<file path="config.mk">
export PLATFORM = sky130hd
export DESIGN_NAME = result_seg_scan
export DESIGN_NICKNAME = d
export VERILOG_FILES = /design/src/rtl/result_seg_scan_pkg.sv /design/src/rtl/result_seg_scan_hex.sv /design/src/rtl/result_seg_scan.sv
export SDC_FILE = /design/constraint.sdc
export NUM_CORES = 1
export LEC_CHECK = 0
export ABC_AREA = 1
export CELL_PAD_IN_SITES_DETAIL_PLACEMENT = 1
export CELL_PAD_IN_SITES_GLOBAL_PLACEMENT = 1
export CORE_ASPECT_RATIO = 1.2
export CORE_MARGIN = 5
export CORE_UTILIZATION = 42
export DETAILED_ROUTE_END_ITERATION = 12
export GPL_TIMING_DRIVEN = 0
export HOLD_SLACK_MARGIN = 0.03
export PLACE_DENSITY_LB_ADDON = 0.1
export SYNTH_ARGS = -nofsm -noshare
export SYNTH_HDL_FRONTEND = slang
export SYNTH_SLANG_ARGS = --single-unit
</file>
<file path="constraint.sdc">
create_clock -name sysclk -period 5.03 [get_ports sysclk]
set_input_delay 0.503 -clock sysclk [delete_from_list [all_inputs] [get_ports sysclk]]
set_output_delay 0.503 -clock sysclk [all_outputs]
set_load 0.1 [all_outputs]
</file>
<file path="src/rtl/result_seg_scan_pkg.sv">
`default_nettype none
// ============================================================================
//  Module      : result_seg_scan_pkg
//  Description : Shared constants for the two-digit 7-segment result display.
//                Segment patterns are active high, bit order g..a ([6]=g).
//  Revision    : 1.0 - initial release
// ============================================================================
package result_seg_scan_pkg;

    localparam logic [6:0] SEG_0 = 7'h3F;
    localparam logic [6:0] SEG_1 = 7'h06;
    localparam logic [6:0] SEG_2 = 7'h5B;
    localparam logic [6:0] SEG_3 = 7'h4F;
    localparam logic [6:0] SEG_4 = 7'h66;
    localparam logic [6:0] SEG_5 = 7'h6D;
    localparam logic [6:0] SEG_6 = 7'h7D;
    localparam logic [6:0] SEG_7 = 7'h07;
    localparam logic [6:0] SEG_8 = 7'h7F;
    localparam logic [6:0] SEG_9 = 7'h6F;
    localparam logic [6:0] SEG_A = 7'h77;
    localparam logic [6:0] SEG_B = 7'h7C;
    localparam logic [6:0] SEG_C = 7'h39;
    localparam logic [6:0] SEG_D = 7'h5E;
    localparam logic [6:0] SEG_E = 7'h79;
    localparam logic [6:0] SEG_F = 7'h71;

    // Full 8-bit segment word (dp included) with every segment dark.
    localparam logic [7:0] SEG_BLANK = 8'h00;
    // Both digit anodes off.
    localparam logic [1:0] AN_OFF    = 2'b00;

endpackage
`default_nettype wire

</file>
<file path="src/rtl/result_seg_scan_hex.sv">
`default_nettype none
// ============================================================================
//  Module      : hex_to_seg
//  Description : Combinational hex nibble to 7-segment (g..a) decoder.
//  Ports       : nibble [3:0] in  - value to display
//                seg    [6:0] out - active-high segment pattern, [6]=g
//  Revision    : 1.0 - initial release
// ============================================================================
module hex_to_seg
    import result_seg_scan_pkg::*;
(
    input  logic [3:0] nibble,
    output logic [6:0] seg
);

    always_comb begin
        seg = SEG_0;
        case (nibble)
            4'h0: seg = SEG_0;
            4'h1: seg = SEG_1;
            4'h2: seg = SEG_2;
            4'h3: seg = SEG_3;
            4'h4: seg = SEG_4;
            4'h5: seg = SEG_5;
            4'h6: seg = SEG_6;
            4'h7: seg = SEG_7;
            4'h8: seg = SEG_8;
            4'h9: seg = SEG_9;
            4'hA: seg = SEG_A;
            4'hB: seg = SEG_B;
            4'hC: seg = SEG_C;
            4'hD: seg = SEG_D;
            4'hE: seg = SEG_E;
            4'hF: seg = SEG_F;
            default: seg = SEG_0;
        endcase
    end

endmodule
`default_nettype wire

</file>
<file path="src/rtl/result_seg_scan.sv">
`default_nettype none
// ============================================================================
//  Module      : result_seg_scan
//  Description : Latches an 8-bit result and scans it onto two multiplexed
//                7-segment digits with dead time between slots, optional
//                leading-zero blanking and a display enable.
//  Ports       : sysclk              in  - system clock
//                reset               in  - synchronous, active-high reset
//                result_in    [7:0]  in  - {nibble_hi, nibble_lo}
//                result_valid        in  - latch result_in on this edge
//                display_en          in  - 0 forces anodes off (scan runs on)
//                seg_an       [1:0]  out - anodes, [1]=high nibble digit
//                seg_out      [7:0]  out - segments, [7]=dp (0), [6:0]=g..a
//  Revision    : 1.0 - initial release
// ============================================================================
module result_seg_scan
    import result_seg_scan_pkg::*;
#(
    parameter int SCAN_DIV   = 100000,
    parameter int DEAD_CYC   = 2,
    parameter bit BLANK_LEAD = 1'b0
) (
    input  logic       sysclk,
    input  logic       reset,
    input  logic [7:0] result_in,
    input  logic       result_valid,
    input  logic       display_en,
    output logic [1:0] seg_an,
    output logic [7:0] seg_out
);

    localparam int              CNT_W  = $clog2(SCAN_DIV);
    localparam logic [CNT_W-1:0] c_term = CNT_W'(SCAN_DIV - 1);

    logic [7:0]       r_held;
    logic [CNT_W-1:0] r_cnt;
    logic             r_sel;
    logic [1:0]       r_seg_an;
    logic [7:0]       r_seg_out;

    logic             w_dead;
    logic [3:0]       w_nibble;
    logic [6:0]       w_seg7;
    logic [1:0]       w_an_nxt;
    logic [7:0]       w_seg_nxt;

    // Dead time only exists when DEAD_CYC > 0; avoids a constant compare.
    generate
        if (DEAD_CYC > 0) begin : g_dead
            localparam logic [CNT_W-1:0] c_dead_cyc = CNT_W'(DEAD_CYC);
            assign w_dead = (r_cnt < c_dead_cyc);
        end else begin : g_no_dead
            assign w_dead = 1'b0;
        end
    endgenerate

    assign w_nibble = r_sel ? r_held[7:4] : r_held[3:0];

    hex_to_seg u_hex_to_seg (
        .nibble (w_nibble),
        .seg    (w_seg7)
    );

    always_comb begin
        w_an_nxt  = AN_OFF;
        w_seg_nxt = SEG_BLANK;
        if (w_dead || !display_en) begin
            w_an_nxt  = AN_OFF;
            w_seg_nxt = SEG_BLANK;
        end else if (r_sel && BLANK_LEAD && (r_held[7:4] == 4'h0)) begin
            w_an_nxt  = AN_OFF;
            w_seg_nxt = SEG_BLANK;
        end else begin
            w_an_nxt  = r_sel ? 2'b10 : 2'b01;
            w_seg_nxt = {1'b0, w_seg7};
        end
    end

    // Outputs are computed from the pre-edge scan state, giving one cycle
    // of latency; a latch never disturbs the prescaler or digit select.
    always_ff @(posedge sysclk) begin
        if (reset) begin
            r_held    <= 8'h00;
            r_cnt     <= '0;
            r_sel     <= 1'b0;
            r_seg_an  <= AN_OFF;
            r_seg_out <= SEG_BLANK;
        end else begin
            if (result_valid) begin
                r_held <= result_in;
            end
            if (r_cnt == c_term) begin
                r_cnt <= '0;
                r_sel <= ~r_sel;
            end else begin
                r_cnt <= r_cnt + 1'b1;
            end
            r_seg_an  <= w_an_nxt;
            r_seg_out <= w_seg_nxt;
        end
    end

    assign seg_an  = r_seg_an;
    assign seg_out = r_seg_out;

endmodule
`default_nettype wire
</file>
== After elaboration in Yosys (flattened, before gate mapping) ==
Memories as Yosys holds them, arrays and structs flattened. A register that Yosys moved wholly into a read port is not among the register bits.
Cells that the tools add are included.
Cells by class
  add/sub/neg operators: 1
  order comparisons: 1
  eq/ne operators: 1
  muxes and demuxes: 2
  bitwise gates (word level): 1
  reductions and logical operators: 4
Operators with widths (count)
  $add 17x1->17 const B: 1
  $eq 17x17->1 const B: 1
  $lt 17x2->1 const B: 1
  $mux 4: 1
  $reduce_or 2->1: 2
  $mux 2: 1
  $logic_not 1->1: 1
  $logic_or 1x1->1: 1
  $not 1->1: 1
Word-level totals
  register bits after elaboration: 29
  memory bits (read-only): 112
  bits of input ports: 12
  word-level logic and storage cells: 16
  memories kept: 1
Memories
  (no name shown): words 16, width 7, read ports 1, clocked after memory_dff 1, wr ports 0, line result_seg_scan_hex.sv:18  | case (nibble)

== Logic depth before layout (Yosys ltp) ==
Gate-level depths: netlist of the first run.
  depth in word-level cells: 3
  gate-level depth with buffers: 11
  gate-level depth less buffers: 10

== Modules after synthesis ==
Synthesis of the first run repeated with hierarchy kept, for this count alone.
Second synthesis, totals
  cells, all modules: 268
  area total of the unflattened synthesis: 1838.0 sq um
By module, submodules not included
  result_seg_scan: times used 1, cells each 216, area an instance 1567.8 sq um
  hex_to_seg: times used 1, cells each 52, area an instance 270.3 sq um

== Least setup slack after synthesis of the first run ==
No wires, ideal clock.
  path kind: register to register
  start point: reg r_sel
  end point: reg r_seg_out[5] (netlist: seg_out[5])
  library setup time: 0.071 ns
  arrival time: 1.632 ns
  data required time: 4.959 ns
  setup slack: 3.327 ns
  cell stages (with the launch flop): 12
  cell sequence: dfxtp_1 -> buf_4 -> inv_2 -> or2_2 -> o21ai_0 -> inv_1 -> ha_1 -> inv_1 -> nand2_1 -> o21ai_0 -> nand2_1 -> a21oi_1
On the way
  cells in the longest elaborated chain, start to end: 1
Ends and longest elaborated chain
  from (decl): line result_seg_scan.sv:37  | logic r_sel;
  from (signal assigned): line result_seg_scan.sv:94  | r_sel <= ~r_sel;
  $mux 4: line result_seg_scan.sv:57  | assign w_nibble = r_sel ? r_held[7:4] : r_held[3:0];
  to (decl): line result_seg_scan.sv:39  | logic [7:0] r_seg_out;
No other way between the ends.
A chain may end at the register's enable or synchronous reset.

== Worst setup path in the final report of the first run ==
  start point: reg r_seg_out[6] (netlist: seg_out[6])
  end point: out seg_out[6]
RTL lines
  to (decl): line result_seg_scan.sv:29  | output logic [7:0] seg_out
No word-level cell between the ends.

==> results of run 1 <==
## registers in the layout, summed over array words and instances, names as in the netlist
signal / cells
seg_out: 7
r_cnt: 17
seg_an: 2
r_sel: 1
r_held: 8
## routing by layer
| layer | track usage, % | vias up |
|---|---|---|
| li1 | - | 850 |
| met1 | 16.3 | 772 |
| met2 | 32.8 | 23 |
| met3 | 4.04 | 11 |
| met4 | 7.85 | 0 |
| met5 | 0 | - |
## synthesized netlist by cell type
cell	n	share of area, %
o21ai_2	1	0.49
buf_2	1	0.28
clkinv_1	3	0.63
or2_2	1	0.35
xnor2_1	5	2.4
xor2_1	2	0.98
nand2_2	2	0.70
ha_1	8	5.6
buf_4	2	0.84
nand2_1	57	12
nor3_4	1	0.91
nor2_2	1	0.35
nand4_1	9	3.1
nor2_4	2	1.3
a21oi_1	13	3.6
nand3_1	13	3.6
o21ai_1	2	0.56
buf_6	3	1.9
nand2_4	1	0.63
conb_1	1	0.21
o21bai_1	1	0.42
dfxtp_1	35	39
inv_1	18	3.8
nor2_1	48	10
o21ai_0	12	3.3
inv_2	3	0.63
nand3_2	3	1.7
nor3_1	3	0.84
## per-stage QoR
stage	setup slack [ns]	utilization (%)
6_report	2.78	51.3
5_1_grt	2.74	51.3
4_1_cts	2.74	51.3
3_5_place_dp	3.04	49.3
3_3_place_gp	3.04	49.3
2_1_floorplan	3.33	-
## how the worst min path moves through the flow
stage / to / slack [ns] / cells after the start
after floorplan: r_cnt[0] / 0.43 / 1
after global placement: r_cnt[0] / 0.44 / 1
after detailed placement: r_cnt[0] / 0.45 / 1
after CTS: r_cnt[0] / 0.47 / 1
after global routing: r_cnt[0] / 0.49 / 1
final: r_cnt[0] / 0.47 / 1
## layout make-up
type	instances	share of cell area [%]
sequential	35	32.6
buffer	6	2.50
tap	56	3.26
timing repair buffer	20	9.31
clock buffer	5	3.20
multi-input combinational	186	44.3
inverter	24	4.19
clock inverter	3	0.698
## cell families after synthesis
kind of cell / after synthesis
AOI/OAI and AO/OA: 29
xor gates and xnor gates: 7
buffers and inverters: 30
adders and majority gates: 8
and+or+nand+nor: 141
other: 1
DFF: 35
## power by group through the flow
stage          Sequential (mW)  Combinational, mW  Clock, mW
6_report                 0.291             0.0845      0.199
5_1_grt                  0.292             0.0929      0.219
4_1_cts                  0.291             0.0856      0.207
3_5_place_dp             0.298             0.0853          0
3_3_place_gp             0.297             0.0832          0
2_1_floorplan            0.316             0.0397          0
==> qor.csv, run 1 <==
metric,value,unit
drtIter0Drc,36,
fin_area,2150,µm²
finalSetupViolCount,0,
fmaxAchievable,444,MHz
slowest_stage,clkdlybuf4s50_1,
drt_wl_total,4340,µm
area_growth,19.7,%
syn_avg_cell_area,7.16,µm²
cp_top_family,buffers and inverters,
synth_top_family_by_area,simple AND/OR/NAND/NOR gates,
rows,26,
tns,0,ns
crit_end,seg_out[6],
drtAntennaViolNets,0,
p_sw,166,µW
p_clk_share,34.6,%
slew_viol_final,0,
ios,22,
p_per_area,267,nW/µm²
pwr-share-seq,50.7,%
synth_compound_area_share,8.43,%
synthesis.area,1800,µm²
drive_gt1_share,10.4,%
slowest_delay,1.14,ns
detail_route.wl_per_cell,12.9,µm
hold-worst-slack,0.467,ns
status,completed,
cts_hold_buf,0,
cts_tree,yes,
drcViolationCount,0,
antenna_found_initial,0,
clk_latency,0.29,ns
grt-ovfl-total,0,
worstPathArrival,1.75,ns
cts_max_level,2,
layoutNonFillerInstCount,335,
finalHoldViolations,0,
dr.pass1.iters,4,
dp_cells,327,
cp.buffers_inverters,1,
synth-simple-area-share,35.4,%
r2r-end,seg_out[3],
grt_pass1_wl,7510,µm
core_area,4200,µm²
sw_frac_of_total,28.8,%
synth_xor_xnor_area_share,3.41,%
wl_met2,2310,µm
hold_start,r_cnt[0],
start_util,42.8,%
power_frac_comb,14.7,%
die_h,81.7,µm
worstSetupStartpoint,seg_out[6],
critPathMaxFanout,1,
yosysWarnings,0,
cts.reportedPaths.clkPinSlew,0.07,ns
max_slew_margin,34.1,%
muxShareOfSynthArea,0,%
topRoutingLayerUsed,met4,
ys_seq_area_share,39.0,%
root_buffer,clkbuf_8,
place_area,2070,µm²
cap_violations,0,
final_common_cell,nand2_1,
wl_met1,1740,µm
numClockSinks,35,
ir_drop,0.126,mV
via_per_inst,4.94,
crit_chain,clkdlybuf4s50_1,
vias,1656,
nNetsFinal,298,
register_area,701,µm²
synth-seq-cells,35,
grt.total_usage,16.6,%
fin_crit_sh,44.8,%
cp.depth,1,
leakagePower,0.857,nW
clockBufferDepth,2,
gp_congestion,0.836,
finalCriticalPeriod,2.25,ns
grt_start_max_net_pins,12,
cts_buffers,5,
io_buffers,20,
p_int,409,µW
tightestPinTransition,0.985,ns
crit_path_end_kind,output port,
hold_class,flip-flop to flip-flop,
fill_cells,553,
wl_met3,146,µm
r2r_cells,9,
first_global_vias,1718,
layout_common_cells,"nand2_1, nor2_1, dfxtp_1, clkdlybuf4s50_1, inv_1",
cp.required,4.53,ns
r2r_start,r_sel,
syn_inst,251,
num_antenna_cells,0,
syn_nets,271,
synthAdderAreaFrac,5.57,%
die_width,69.7,µm
die_area,5690,µm²
cp-start-kind,flip-flop,
rsz0062_at_grt,no,
cts.repair.resized,0,
worstSetupPathType,flip-flop to output port,
multi_input_area,952,µm²
total_power,575,µW
synthDistinctLibCells,28,
fin_skew,0.00571,ns
cts_setup_buffers,0,
place_hpwl,3470,µm
reg2reg_slack,3.01,ns
No activity file was read; power rests on OpenSTA's default activity.
==> inputs of run 2 (changes only) <==
--- a/config.mk
+++ b/config.mk
@@ -10,7 +10,7 @@
 export CELL_PAD_IN_SITES_GLOBAL_PLACEMENT = 1
 export CORE_ASPECT_RATIO = 1.2
 export CORE_MARGIN = 5
-export CORE_UTILIZATION = 42
+export CORE_UTILIZATION = 39
 export DETAILED_ROUTE_END_ITERATION = 12
 export GPL_TIMING_DRIVEN = 0
 export HOLD_SLACK_MARGIN = 0.03
==> constraint.sdc (replaced) <==
create_clock -name sysclk -period 2.2 [get_ports sysclk]
set_input_delay 0.22 -clock sysclk [delete_from_list [all_inputs] [get_ports sysclk]]
set_output_delay 0.22 -clock sysclk [all_outputs]
set_load 0.1 [all_outputs]
==> run 2 against run 1 <==
Effect of this change: worst setup slack lost 2.5 ns; highest routed layer unchanged; utilization is 3.7 points lower; hold slack got worse by 0.010 ns.
==> qor.csv, run 2 (synthesis gave the netlist of run 1 again) <==
metric,value,unit,change
reg2reg_slack,0.23,ns,-2.78 ns
area_growth,19.7,%,unchanged
hold_depth,1,,unchanged
whs_endpoint,r_cnt[0],,
detail_route.wl_per_cell,12.5,µm,-3.6%
max_slew_margin,35.5,%,+1.4 points
layout_common_cells,"nand2_1, nor2_1, dfxtp_1, clkdlybuf4s50_1, inv_1",,
cts.reportedPaths.clkPinSlew,0.07,ns,about the same
crit_path_end_kind,flip-flop,,
finalCriticalPeriod,1.97,ns,
core_area,4530,µm²,+7.9%
fin_skew,0.00758,ns,+0.00186 ns
nNetsFinal,298,,unchanged
ir_drop,0.193,mV,+54%
vias,1615,,-2.5%
grtUsageMet3,3.71,%,-0.33 points
die_width,72.0,µm,+3.2%
die_h,84.4,µm,+3.3%
r2r-end,seg_out[5],,
grt-ovfl-total,0,,unchanged
drcViolationCount,0,,unchanged
clk_latency,0.29,ns,about the same
fmaxAchievable,509,MHz,
r2r_cells,11,,+2
grt_pass1_wl,7250,µm,-3.6%
start_util,39.7,%,-3.1 points
finalSetupViolCount,0,,unchanged
grtUsageMet1,16.7,%,+0.40 points
clockBufferDepth,2,,unchanged
largest_reg_flops,17,,unchanged
grt_start_max_net_pins,11,,-1
cp-start-kind,flip-flop,,
cts_hold_buf,0,,unchanged
p_clk_share,34.6,%,about the same
total_power,1.31,mW,+130%
cts_setup_buffers,0,,unchanged
fin_area,2150,µm²,unchanged
first_global_vias,1619,,-5.8%
worstPathArrival,2.19,ns,+0.44 ns
top_register,r_cnt,,
cts_max_level,2,,unchanged
worstSetupStartpoint,r_sel,,
hold-worst-slack,0.456,ns,-0.0103 ns
antenna_found_initial,0,,unchanged
dr.pass1.iters,4,,unchanged
final_util,47.5,%,-3.7 points
slew_viol_final,0,,unchanged
cp.required,2.42,ns,-2.11 ns
r2r_start,r_sel,,
drtAntennaViolNets,0,,unchanged
finalHoldViolations,0,,unchanged
tightestPinTransition,0.964,ns,-0.0209 ns
via_per_inst,4.79,,-3.1%
grt_use_met2,27.0,%,-5.8 points
fill_cells,619,,+12%
slowest_delay,0.31,ns,-0.83 ns
place_area,2070,µm²,+0.12%
grt.total_usage,14.8,%,-1.8 points
cap_violations,0,,unchanged
sw_frac_of_total,28.2,%,-0.65 points
slowest_stage,dfxtp_1,,
drtIter0Drc,47,,+31%
io_buffers,20,,unchanged
top_usage_layer,met2,,
power_frac_comb,14.6,%,about the same
p_per_area,609,nW/µm²,+130%
cts.repair.resized,0,,unchanged
p_int,941,µW,+130%
drt_wl_total,4200,µm,-3.1%
rows,27,,+3.8%
place_hpwl,3180,µm,-8.3%
pwr-share-seq,50.8,%,about the same
fin_crit_sh,89.3,%,
hold_start,r_cnt[0],,
cts_buffers,5,,unchanged
tns,0,ns,unchanged
final_common_cell,nand2_1,,
rsz0062_at_grt,no,,
cts_tree,yes,,
worstSetupPathType,flip-flop to flip-flop,,
p_sw,369,µW,+120%
ios,22,,unchanged
num_antenna_cells,0,,unchanged
leakagePower,0.852,nW,-0.63%
die_area,6070,µm²,+6.6%
status,completed,,
root_buffer,clkbuf_8,,
crit_chain,"buf_4, inv_2, or2_2, o21ai_1, inv_1, ha_1, inv_1, nand2_1, o21ai_0, nand2_1, a21oi_1",,
gp_congestion,0.821,,-1.9%
hold_class,flip-flop to flip-flop,,
drive_gt1_share,9.68,%,-0.72 points
numClockSinks,35,,unchanged
critPathMaxFanout,9,,+8
run 2: cell count changes in the layout (fill, tap and decap cells not counted):
cell | previous run | this run
clkbuf_1 | 0 | 2
clkinv_2 | 3 | 1
o21ai_0 | 12 | 11
o21ai_1 | 2 | 3
run 2: layer usage:
metal  vias to the layer above  wire length [µm]
met5                         -                 0
met4                         0                43
met3                         5               173
met2                        21              2190
met1                       740              1800
li1                        849                 -
run 2: cell type report:
| cell class | instances | area (µm²) | share of cell area, % |
|---|---|---|---|
| Buffer | 6 | 53.8 | 2.50 |
| Timing Repair Buffer | 20 | 200 | 9.31 |
| Clock buffer | 7 | 76.3 | 3.55 |
| Tap cell | 58 | 72.6 | 3.37 |
| Sequential cell | 35 | 701 | 32.6 |
| Clock inverter | 1 | 5.00 | 0.233 |
| Inverter | 24 | 90.1 | 4.19 |
| Multi-Input combinational cell | 186 | 952 | 44.3 |
run 2: power groups by stage:
stage	sequential, mW	clock [mW]	combinational [mW]
3_5_place_dp	0.680	0	0.192
2_1_floorplan	0.723	0	0.0907
5_1_grt	0.668	0.491	0.211
3_3_place_gp	0.679	0	0.190
6_report	0.666	0.454	0.191
4_1_cts	0.666	0.467	0.194
run 2: how the worst max path moves through the flow:
stage                 endpoint  slack [ns]  cells past startpoint
floorplan           seg_out[5]        0.50                     11
finish              seg_out[5]        0.23                     11
CTS                 seg_out[5]        0.15                     11
global route        seg_out[5]        0.05                     11
global placement    seg_out[5]        0.21                     11
detailed placement  seg_out[5]        0.19                     11
run 2: metrics by stage:
| step | setup WS, ns | std cells |
|---|---|---|
| final | 0.234 | 337 |
| after global routing | 0.0494 | 337 |
| after CTS | 0.149 | 337 |
| after detailed placement | 0.191 | 329 |
| after global placement | 0.208 | 329 |
| after floorplan | 0.497 | 251 |
run 2: worst max-delay path: cells and delay by family (launching register included):
family                   cells  cell delay, ns
AO/OA/AOI/OAI                3            0.50
buffers and inverters        4            0.43
adder cells (fa/ha/maj)      1            0.24
AND/OR/NAND/NOR              3            0.42
flip-flops                   1            0.31
==> inputs of run 3 (changes only) <==
--- a/config.mk
+++ b/config.mk
@@ -14,7 +14,7 @@
 export DETAILED_ROUTE_END_ITERATION = 12
 export GPL_TIMING_DRIVEN = 0
 export HOLD_SLACK_MARGIN = 0.03
-export PLACE_DENSITY_LB_ADDON = 0.1
+export PLACE_DENSITY_LB_ADDON = 0.3
 export SYNTH_ARGS = -nofsm -noshare
 export SYNTH_HDL_FRONTEND = slang
 export SYNTH_SLANG_ARGS = --single-unit
==> run 3 against run 2 <==
Effect of this change: clock power shrank 6.8%; power shrank 2.3%; utilization shrank 0.19 points; critical endpoint unchanged.
==> qor.csv, run 3 (synthesis gave the netlist of run 1 again) <==
metric,value,unit,change
status,completed,,
tns,0,ns,unchanged
final_common_cell,nand2_1,,
grt-ovfl-total,0,,unchanged
gp_congestion,0.823,,+0.27%
reg2reg_slack,0.22,ns,about the same
antenna_found_initial,0,,unchanged
worstPathArrival,2.19,ns,about the same
drtIter0Drc,71,,+51%
rows,27,,unchanged
via_per_inst,4.93,,+2.8%
die_area,6070,µm²,unchanged
grt_start_max_net_pins,11,,unchanged
finalSetupViolCount,0,,unchanged
worstSetupPathType,flip-flop to flip-flop,,
first_global_vias,1768,,+9.2%
sw_frac_of_total,27.3,%,-0.82 points
clk_latency,0.28,ns,about the same
cts_max_level,2,,unchanged
cp-start-kind,flip-flop,,
rsz0062_at_grt,no,,
finalCriticalPeriod,1.98,ns,+0.0126 ns
nNetsFinal,298,,unchanged
finalHoldViolations,0,,unchanged
root_buffer,clkbuf_8,,
slew_viol_final,0,,unchanged
critPathMaxFanout,9,,unchanged
cap_violations,0,,unchanged
leakagePower,0.847,nW,-0.60%
numClockSinks,35,,unchanged
detail_route.wl_per_cell,12.5,µm,+0.41%
die_width,72.0,µm,unchanged
hold_depth,1,,unchanged
p_per_area,598,nW/µm²,-1.9%
drcViolationCount,0,,unchanged
hold_start,r_cnt[0],,
cp.required,2.41,ns,about the same
largest_reg_flops,17,,unchanged
r2r_start,r_sel,,
hold-worst-slack,0.458,ns,+0.00169 ns
num_antenna_cells,0,,unchanged
ios,22,,unchanged
drt_wl_total,4200,µm,-0.19%
area_growth,19.2,%,
start_util,39.7,%,unchanged
dr.pass1.iters,4,,unchanged
power_frac_comb,14.9,%,+0.3 points
place_hpwl,3200,µm,+0.43%
ir_drop,0.282,mV,+46%
drive_gt1_share,9.39,%,-0.29 points
grt_pass1_wl,7550,µm,+4.2%
r2r-end,seg_out[5],,
io_buffers,20,,unchanged
whs_endpoint,r_cnt[0],,
r2r_cells,11,,unchanged
crit_path_end_kind,flip-flop,,
clockBufferDepth,2,,unchanged
cts.reportedPaths.clkPinSlew,0.07,ns,about the same
cts_buffers,5,,unchanged
tightestPinTransition,0.972,ns,+0.00733 ns
top_register,r_cnt,,
cts_setup_buffers,0,,unchanged
grt.total_usage,15.5,%,+0.68 points
vias,1650,,+2.2%
hold_class,flip-flop to flip-flop,,
p_clk_share,33.1,%,-1.5 points
pwr-share-seq,52.0,%,+1.2 points
drtAntennaViolNets,0,,unchanged
cts_tree,yes,,
fin_crit_sh,89.9,%,+0.57 points
die_h,84.4,µm,unchanged
max_slew_margin,35.0,%,-0.49 points
layout_common_cells,"nand2_1, nor2_1, dfxtp_1, clkdlybuf4s50_1, inv_1",,
fin_skew,0.00580,ns,-0.00177 ns
core_area,4530,µm²,unchanged
p_sw,350,µW,-5.1%
p_int,930,µW,-1.1%
fmaxAchievable,505,MHz,-0.64%
run 3: changes by cell type in the layout (fill, tap and decap cells not counted):
cell,previous run,this run
clkbuf_1,2,1
clkinv_2,1,0
run 3: per-layer routing:
metal | vias to the layer above | part of all wire, % | track usage [%]
li1 | 852 | - | -
met3 | 9 | 3.9 | 3.71
met5 | - | 0 | 0
met4 | 0 | 2.2 | 5.81
met2 | 22 | 52 | 29.6
met1 | 767 | 42 | 15.7
run 3: worst max-delay path, cell delays in order, from the launching register on:
cell and delay, ns:
dfxtp_1 0.31, buf_4 0.16, inv_2 0.06, or2_2 0.27, o21ai_1 0.25, inv_1 0.15
ha_1 0.24, inv_1 0.05, nand2_1 0.07, o21ai_0 0.12, nand2_1 0.09, a21oi_1 0.14
run 3: power by group through the flow:
stage / registers, mW / clock network [mW] / logic, mW
detailed placement: 0.680 / 0 / 0.192
global route: 0.668 / 0.476 / 0.213
floorplan: 0.723 / 0 / 0.0907
finish: 0.666 / 0.423 / 0.191
global placement: 0.679 / 0 / 0.190
CTS: 0.666 / 0.449 / 0.194
run 3: what timing repair did:
| action | in CTS | in global routing |
|---|---|---|
| endpoints found under the setup margin | 0 | 1 |
| hold endpoints to repair | 0 | 0 |
| gates resized for setup | 0 | 1 |
| hold buffers | 0 | 0 |
run 3: worst max path at each step:
stage / from / endpoint / slack (ns) / cells after the start
after CTS: r_sel / seg_out[5] / 0.15 / 11
after global routing: r_sel / seg_out[5] / 0.07 / 11
final: r_sel / seg_out[5] / 0.22 / 11
after global placement: r_sel / seg_out[5] / 0.22 / 11
after floorplan: r_sel / seg_out[5] / 0.50 / 11
after detailed placement: r_sel / seg_out[5] / 0.18 / 11
run 3: metrics by stage:
stage / setup WS (ns) / instance area [µm²] / cells / utilization [%] / power (mW)
2_1_floorplan: 0.497 / 1800 / 251 / - / 0.814
3_3_place_gp: 0.215 / 2070 / 329 / 45.7 / 0.869
3_5_place_dp: 0.176 / 2070 / 329 / 45.7 / 0.873
4_1_cts: 0.149 / 2140 / 335 / 47.3 / 1.31
5_1_grt: 0.0653 / 2140 / 335 / 47.3 / 1.36
6_report: 0.222 / 2140 / 335 / 47.3 / 1.28
run 3: layout make-up:
type                    count  area, µm²
inverters                  24       90.1
clock buffers               6       72.6
fillers                   605       2380
repair buffers             20        200
flip-flops and latches     35        701
multi-input cells         186        952
well taps                  58       72.6
plain buffers               6       53.8
